## config.mk

```make
export PLATFORM = sky130hd
export DESIGN_NAME = demux_rr_sched_flat
export DESIGN_NICKNAME = d
export VERILOG_FILES = /design/src/rtl/demux_rr_sched_pkg.sv /design/src/rtl/demux_rr_sched_if.sv /design/src/rtl/demux_rr_sched_rr_pick4.sv /design/src/rtl/demux_rr_sched.sv /design/src/flat_wrapper.sv
export SDC_FILE = /design/constraint.sdc
export NUM_CORES = 1
export LEC_CHECK = 0
export ABC_AREA = 1
export CORE_AREA = 5 5 43 45
export DETAILED_ROUTE_END_ITERATION = 12
export DIE_AREA = 0 0 48 50
export GPL_TIMING_DRIVEN = 0
export PLACE_DENSITY_LB_ADDON = 0.3
export RECOVER_POWER = 100
export SKIP_CTS_REPAIR_TIMING = 1
export SLEW_MARGIN = 20
export SYNTH_ARGS = -nofsm -noshare
export SYNTH_HDL_FRONTEND = slang
export SYNTH_HIERARCHICAL = 1
export SYNTH_SLANG_ARGS = --single-unit
```

## constraint.sdc

```tcl
create_clock -name clk -period 1.8 [get_ports clk]
set_input_delay 0.36 -clock clk [delete_from_list [all_inputs] [get_ports clk]]
set_output_delay 0.36 -clock clk [all_outputs]
set_load 0.05 [all_outputs]
```

## src/rtl/demux_rr_sched_pkg.sv

```systemverilog
`default_nettype none
// ============================================================================
// demux_rr_sched_pkg : shared constants/types for the round-robin demux stage
// Rev 1.0
// ============================================================================
package demux_rr_sched_pkg;

  localparam int NUM_CH = 4;
  localparam int SEL_W  = 2;

  localparam logic [0:0] ST_EMPTY = 1'b0;
  localparam logic [0:0] ST_FULL  = 1'b1;

  typedef logic [SEL_W-1:0]  sel_t;
  typedef logic [NUM_CH-1:0] ch_mask_t;

  function automatic ch_mask_t sel_onehot(input sel_t s);
    ch_mask_t m;
    m    = '0;
    m[s] = 1'b1;
    return m;
  endfunction

endpackage
`default_nettype wire

```

## src/rtl/demux_rr_sched_if.sv

```systemverilog
`default_nettype none
// ============================================================================
// demux_rr_sched_if : producer-side and consumer-side bundle of the demux stage
// Rev 1.0
// ============================================================================
interface demux_rr_sched_if
  import demux_rr_sched_pkg::*;
#(
  parameter int DATA_W = 1
);

  logic              in_valid;
  logic              in_ready;
  logic [DATA_W-1:0] in_data;
  ch_mask_t          ch_en;
  ch_mask_t          out_ready;
  ch_mask_t          out_valid;
  logic [DATA_W-1:0] out_data;
  sel_t              sel;

  // Environment side: producer plus the four consumers.
  modport master (
    output in_valid, in_data, ch_en, out_ready,
    input  in_ready, out_valid, out_data, sel
  );

  // Scheduler side.
  modport slave (
    input  in_valid, in_data, ch_en, out_ready,
    output in_ready, out_valid, out_data, sel
  );

endinterface
`default_nettype wire

```

## src/rtl/demux_rr_sched_rr_pick4.sv

```systemverilog
`default_nettype none
// ============================================================================
// rr_pick4 : combinational 4-way round-robin pick starting at ptr_i
// Rev 1.0
// ============================================================================
module rr_pick4
  import demux_rr_sched_pkg::*;
(
  input  wire ch_mask_t ch_en_i,
  input  wire sel_t     ptr_i,
  output sel_t          next_ch_o,
  output logic          any_en_o
);

  sel_t w_idx;

  assign any_en_o = |ch_en_i;

  // Scan farthest offset first so the nearest enabled channel wins.
  always_comb begin
    next_ch_o = ptr_i;
    w_idx     = ptr_i;
    for (int i = NUM_CH - 1; i >= 0; i--) begin
      w_idx = ptr_i + sel_t'(i);
      if (ch_en_i[w_idx]) begin
        next_ch_o = w_idx;
      end
    end
  end

endmodule
`default_nettype wire

```

## src/rtl/demux_rr_sched.sv

```systemverilog
`default_nettype none
// ============================================================================
// demux_rr_sched : one-beat buffer that hands each beat to the next enabled
//                  channel in round-robin order. Rev 1.0
// ============================================================================
module demux_rr_sched
  import demux_rr_sched_pkg::*;
#(
  parameter int DATA_W = 1
)(
  input  wire               clk,
  input  wire               rst_n,
  demux_rr_sched_if.slave   bus
);

  logic [0:0]        state_q, state_d;
  sel_t              sel_q,   sel_d;
  sel_t              ptr_q,   ptr_d;
  logic [DATA_W-1:0] data_q,  data_d;

  sel_t w_next_ch;
  logic w_any_en;
  logic w_full;
  logic w_drain;
  logic w_accept;

  rr_pick4 u_pick (
    .ch_en_i   (bus.ch_en),
    .ptr_i     (ptr_q),
    .next_ch_o (w_next_ch),
    .any_en_o  (w_any_en)
  );

  assign w_full       = (state_q == ST_FULL);
  // Only the owning channel's ready matters; the held beat ignores later mask changes.
  assign w_drain      = w_full & bus.out_ready[sel_q];
  assign bus.in_ready = w_any_en & (~w_full | w_drain);
  assign w_accept     = bus.in_valid & bus.in_ready;

  always_comb begin
    state_d = state_q;
    sel_d   = sel_q;
    ptr_d   = ptr_q;
    data_d  = data_q;
    if (w_accept) begin
      state_d = ST_FULL;
      sel_d   = w_next_ch;
      ptr_d   = w_next_ch + sel_t'(1);
      data_d  = bus.in_data;
    end else if (w_drain) begin
      state_d = ST_EMPTY;
    end
  end

  always_ff @(posedge clk or negedge rst_n) begin
    if (!rst_n) begin
      state_q <= ST_EMPTY;
      sel_q   <= '0;
      ptr_q   <= '0;
      data_q  <= '0;
    end else begin
      state_q <= state_d;
      sel_q   <= sel_d;
      ptr_q   <= ptr_d;
      data_q  <= data_d;
    end
  end

  assign bus.out_valid = w_full ? sel_onehot(sel_q) : '0;
  assign bus.out_data  = data_q;
  assign bus.sel       = sel_q;

endmodule
`default_nettype wire

```

## src/flat_wrapper.sv

```systemverilog
// flat-port wrapper written by rule: the top's interface ports become plain ports
module demux_rr_sched_flat import demux_rr_sched_pkg::*;
#(
  parameter int DATA_W = 1
)
  (clk, rst_n, bus_in_valid, bus_in_data, bus_ch_en, bus_out_ready, bus_in_ready, bus_out_valid, bus_out_data, bus_sel);
  demux_rr_sched_if #(.DATA_W(DATA_W)) bus_i ();
  input  wire clk;
  input  wire rst_n;
  input wire logic [$bits(bus_i.in_valid)-1:0] bus_in_valid;
  input wire logic [$bits(bus_i.in_data)-1:0] bus_in_data;
  input wire logic [$bits(bus_i.ch_en)-1:0] bus_ch_en;
  input wire logic [$bits(bus_i.out_ready)-1:0] bus_out_ready;
  output wire logic [$bits(bus_i.in_ready)-1:0] bus_in_ready;
  output wire logic [$bits(bus_i.out_valid)-1:0] bus_out_valid;
  output wire logic [$bits(bus_i.out_data)-1:0] bus_out_data;
  output wire logic [$bits(bus_i.sel)-1:0] bus_sel;
  assign bus_i.in_valid = bus_in_valid;
  assign bus_i.in_data = bus_in_data;
  assign bus_i.ch_en = bus_ch_en;
  assign bus_i.out_ready = bus_out_ready;
  assign bus_in_ready = bus_i.in_ready;
  assign bus_out_valid = bus_i.out_valid;
  assign bus_out_data = bus_i.out_data;
  assign bus_sel = bus_i.sel;
  demux_rr_sched #(.DATA_W(DATA_W)) u_core (.clk(clk), .rst_n(rst_n), .bus(bus_i));
endmodule
```

Word-level counts from Yosys, hierarchy flattened

Index checks and enable logic that the tools add are counted.

Divide/modulo/power cells: 0
Multiplexer cells: 19
Bitwise gates (word level): 5
Add/subtract/negate cells: 4
$mul: 0
Equal/unequal tests: 0
Shift operators: 0
$lt $le $gt $ge: 6
Reductions and logical operators: 3

Operators by type and width:

| operator            | count |
|---|---|
| $lt 2x3->1 const B  | 5 |
| $bmux 1 s2          | 5 |
| $mux 1              | 8 |
| $mux 2              | 4 |
| $add 2x1->2 const B | 2 |
| $add 2x2->2 const B | 2 |
| $mux 4              | 1 |
| $reduce_or 4->1     | 1 |
| $and 1x1->1         | 3 |
| $demux 1 s2         | 1 |
| $ge 2x1->1 const B  | 1 |
| $reduce_bool 2->1   | 1 |
| $logic_and 1x1->1   | 1 |
| $not 1->1           | 1 |
| $or 1x1->1          | 1 |

Bits in latches: 0
Bits of input ports: 12
Output and inout port bits: 8
Bits in writable memories: 0
Memories: 0
Register bits after elaboration: 6
ROM bits: 0

Depth between registers and ports, before layout

Word-level depth: 8
Mapped depth: 14
Gate-level depth less buffers: 13

Cells and area by module

The synthesis kept the hierarchy.

Modules (own cells, without submodules):

| module         | times used | sequential area each (um^2) | cells each | area each (um^2) |
|---|---|---|---|---|
| demux_rr_sched | 1          | 150.1                       | 42         | 341.6 |
| rr_pick4       | 1          | 0.0                         | 50         | 217.7 |

Least setup slack after synthesis

No wires, ideal clock.

Path kind: register to output
From: reg u_core.sel_q[1], in the netlist u_core/bus.sel[1]
To: out bus_out_valid[3]
Required time: 1440 ps
Setup slack: -508 ps
Arrival time: 1948 ps
Stages on the path, launching flop included: 3
Cell sequence: dfrtp_1 > inv_1 > nor3_1

Cells in the longest elaborated chain, start to end: 5
Elaborated cells on any way between the ends: 6
Those cells by class: order compare: 2; mux: 3; reduce/logical: 1

Ends and longest elaborated chain:

| element                                                               | line                     | text |
|---|---|---|
| from (decl)                                                           | demux_rr_sched.sv:17     | `sel_t sel_q, sel_d;` |
| from (signal assigned)                                                | demux_rr_sched.sv:63     | `sel_q <= sel_d;` |
| $lt 2x3->1 (not written as such) / $ge 2x1->1 (equally long branches) | demux_rr_sched_pkg.sv:20 | `m[s] = 1'b1;` |
| $logic_and 1x1->1 (not written as such)                               | demux_rr_sched_pkg.sv:20 |  |
| $mux 1 (not written as such)                                          | demux_rr_sched_pkg.sv:20 |  |
| $demux 1 s2 (*)                                                       | n/a                      |  |
| $mux 4 (*)                                                            | demux_rr_sched.sv:69     | `assign bus.out_valid = w_full ? sel_onehot(sel_q) : '0;` |
| to (decl)                                                             | flat_wrapper.sv:15       | `output wire logic [$bits(bus_i.out_valid)-1:0] bus_out_valid;` |

Every way passes the cells marked *; elsewhere a longest branch is shown, timed or not.

Final worst setup path

From: in bus_ch_en[1]
To: out bus_in_ready

Cells in the longest elaborated chain, start to end: 2

Ends and longest elaborated chain:

| element                   | line                          | text |
|---|---|---|
| from (decl)               | flat_wrapper.sv:12            | `input wire logic [$bits(bus_i.ch_en)-1:0] bus_ch_en;` |
| $reduce_or 4->1           | demux_rr_sched_rr_pick4.sv:17 | `assign any_en_o = \|ch_en_i;` |
| named net u_core.w_any_en | demux_rr_sched.sv:22          | `logic w_any_en;` |
| $and 1x1->1               | demux_rr_sched.sv:37          | `assign bus.in_ready = w_any_en & (~w_full \| w_drain);` |
| to (decl)                 | flat_wrapper.sv:14            | `output wire logic [$bits(bus_i.in_ready)-1:0] bus_in_ready;` |

The timed path passes the listed nets, and every way through them passes these cells.

==> impl_metrics.ini <==
[grt]
grt_pass1_vias = 611
grt_antenna_before_repair = 0
grt_pass1_wl_mm = 2.42
grt_overflow = 0
track_usage = 0.136
grt_max_degree = 10

[yosys]
syn_nets = 104
netlist.area_leader.share = 0.315
synth-seq-cells = 6
synthFlopType = dfrtp_1
synth_cells = 92
synth_top_cell_by_area = nand2_1
synth.avg_cell_area_um2 = 6.08
synth_area_leaders = nand2_1 (32%), dfrtp_1 (27%), nand4_1 (6.7%)
syn_area_um2 = 559
synth_edf_count = 0
seq_area_frac_synth = 0.268
ys_top_cells_by_count = nand2_1 (47), inv_1 (8), dfrtp_1 (6), nand3_1 (6), nand4_1 (6)
synth.distinct_cells = 15
yosysMostFrequentCell = nand2_1
ys_warn_count = 6
synthArstFlopShare = 1.00

[clock_network]
root_buffer = clkbuf_4
cts.sinks = 6
insertion_delay_ns = 0.24
cts.path.max_buffers = 2
path_clk_slew_ns = 0.04
cts_buffers = 3
h-tree-depth = 1
cts_tree = built

[outcome]
violations = negative setup slack
status = finished, violations left

[final_layout]
fin_nets = 131
n_antenna_cell = 0
syn_to_final_growth_pct = 49.7
layoutNonFillerInstCount = 133
layout-drive-gt1-share = 0.248

[sta]
hold_viol_final = 0
fmax_ghz = 0.538
tightest_slew_ns = 0.508
period_needed_ns = 1.86
setup_ws_ns = -0.0602
final.period_utilization = 1.03
slew_headroom = 0.661
setup_viol = 1
slew_viol_final = 0
rsz0062_at_grt = yes
hold_ws_ns = 0.426
skew_ns = 0.00161

[power_and_ir_drop]
power_density_nw_per_um2 = 2010
ir_drop_mv = 1.03
p_leak_nw = 0.484

[place]
hpwl_mm = 1.13
port_buffers = 19
dp_cells = 127
pre_cts_ws_ns = -0.778
gp_congestion = 0.810

[setup_path]
cp.arrival_ns = 1.50
required_ns = 1.44
path_class = in2out
worstPathMaxFanout = 5
setup.worst_path.start_class = input port
cp-end-kind = output pin

[detailed_routing]
dr.pass1.iters = 4
first_iter_violations = 7
vias_per_cell = 4.94
vias = 657
wl_per_cell_um = 10.7
drc_errors = 0
wirelength_mm = 1.43
ant_nets = 0

[die]
io_pins = 20
core_um2 = 1440
rows = 14
fp.dieH_um = 50
dieArea_um2 = 2400
die_width_um = 48
initial_utilization = 0.389

[min_path]
hold_path_class = in2async

[run]
drv_cap = 0
[metal layers]
| layer | share of wire | routed length, um | global-route usage |
|---|---|---|---|
| met1 | 0.42 | 597 | 0.176 |
| met5 | 0 | 0 | 0 |
| met2 | 0.54 | 767 | 0.209 |
| met3 | 0.020 | 29 | 0.0109 |
| met4 | 0.022 | 32 | 0.0807 |
[final timing paths]
kind | start | end | slack [ns] | cells after the start
setup / recovery | bus_ch_en[1] | bus_in_ready | -0.06 | 5
min in group clk | u_core/bus.out_data | u_core/bus.out_data | 0.47 | 2
setup reg to reg | u_core/ptr_q[0] | u_core/ptr_q[1] | 0.23 | 13
hold reg to reg | u_core/bus.out_data | u_core/bus.out_data | 0.47 | 2
hold / removal | rst_n | u_core/bus.out_data | 0.43 | 1
max in group asynchronous | rst_n | u_core/bus.sel[0] | 1.14 | 1
[cells in the final DEF (no fill, tap or decap), drive strengths merged, types with 3 or more instances in the layout]
master | Yosys | layout
buf | 1 | 5
clkbuf | 0 | 6
nand3 | 8 | 8
inv | 13 | 13
nand2 | 50 | 50
clkdlybuf4s50 | 0 | 11
dlymetal6s2s | 0 | 3
nor3 | 4 | 4
nand4 | 6 | 6
dfrtp | 6 | 6
[worst max-delay path, cell delays in order]
cell and delay [ns]:
clkdlybuf4s50_1 0.42, inv_1 0.12, nand4_1 0.23, and2_4 0.22, buf_6 0.14
[through the flow]
| stage | utilization | cell area (um2) | setup TNS [ns] | power (mW) |
|---|---|---|---|---|
| 3_3_place_gp | 0.550 | 790 | -1.25 | 1.52 |
| 6_report | 0.583 | 837 | -0.0602 | 1.68 |
| 3_5_place_dp | 0.550 | 790 | -1.43 | 1.54 |
| 4_1_cts | 0.565 | 812 | -2.44 | 1.68 |
| 5_1_grt | 0.583 | 837 | -0.179 | 1.86 |
| 2_1_floorplan | - | 579 | -0.381 | 1.23 |
[state kept, by name, indices dropped and copies added (netlist names)]
register / flops
u_core/bus.sel: 2
u_core/bus.out_data: 1
u_core/ptr_q: 2
u_core/state_q: 1
[area by class of cell]
class                   instances  area, um2
well taps                      16       20.0
inverters                      13       53.8
flip-flops and latches          6        151
clock buffers                   3       22.5
multi-input cells              72        372
repair buffers                 22        206
fillers                       145        599
plain buffers                   1       11.3
[report_power, final]
group	switching (mW)	total [mW]	internal, mW
Clock	0.0473	0.123	0.0753
Sequential	0.0861	0.292	0.206
Combinational	0.830	1.26	0.435
Total	0.963	1.68	0.716
[cells by family (layout without fill, tap and decap cells)]
group	after synthesis	after routing	share of synthesized area
simple gates	69	69	0.582
buf+inv	14	39	0.116
flops	6	6	0.268
compound gates	2	2	0.0179
xor+xnor	1	1	0.0157
Power figures use the tool's default switching activity.
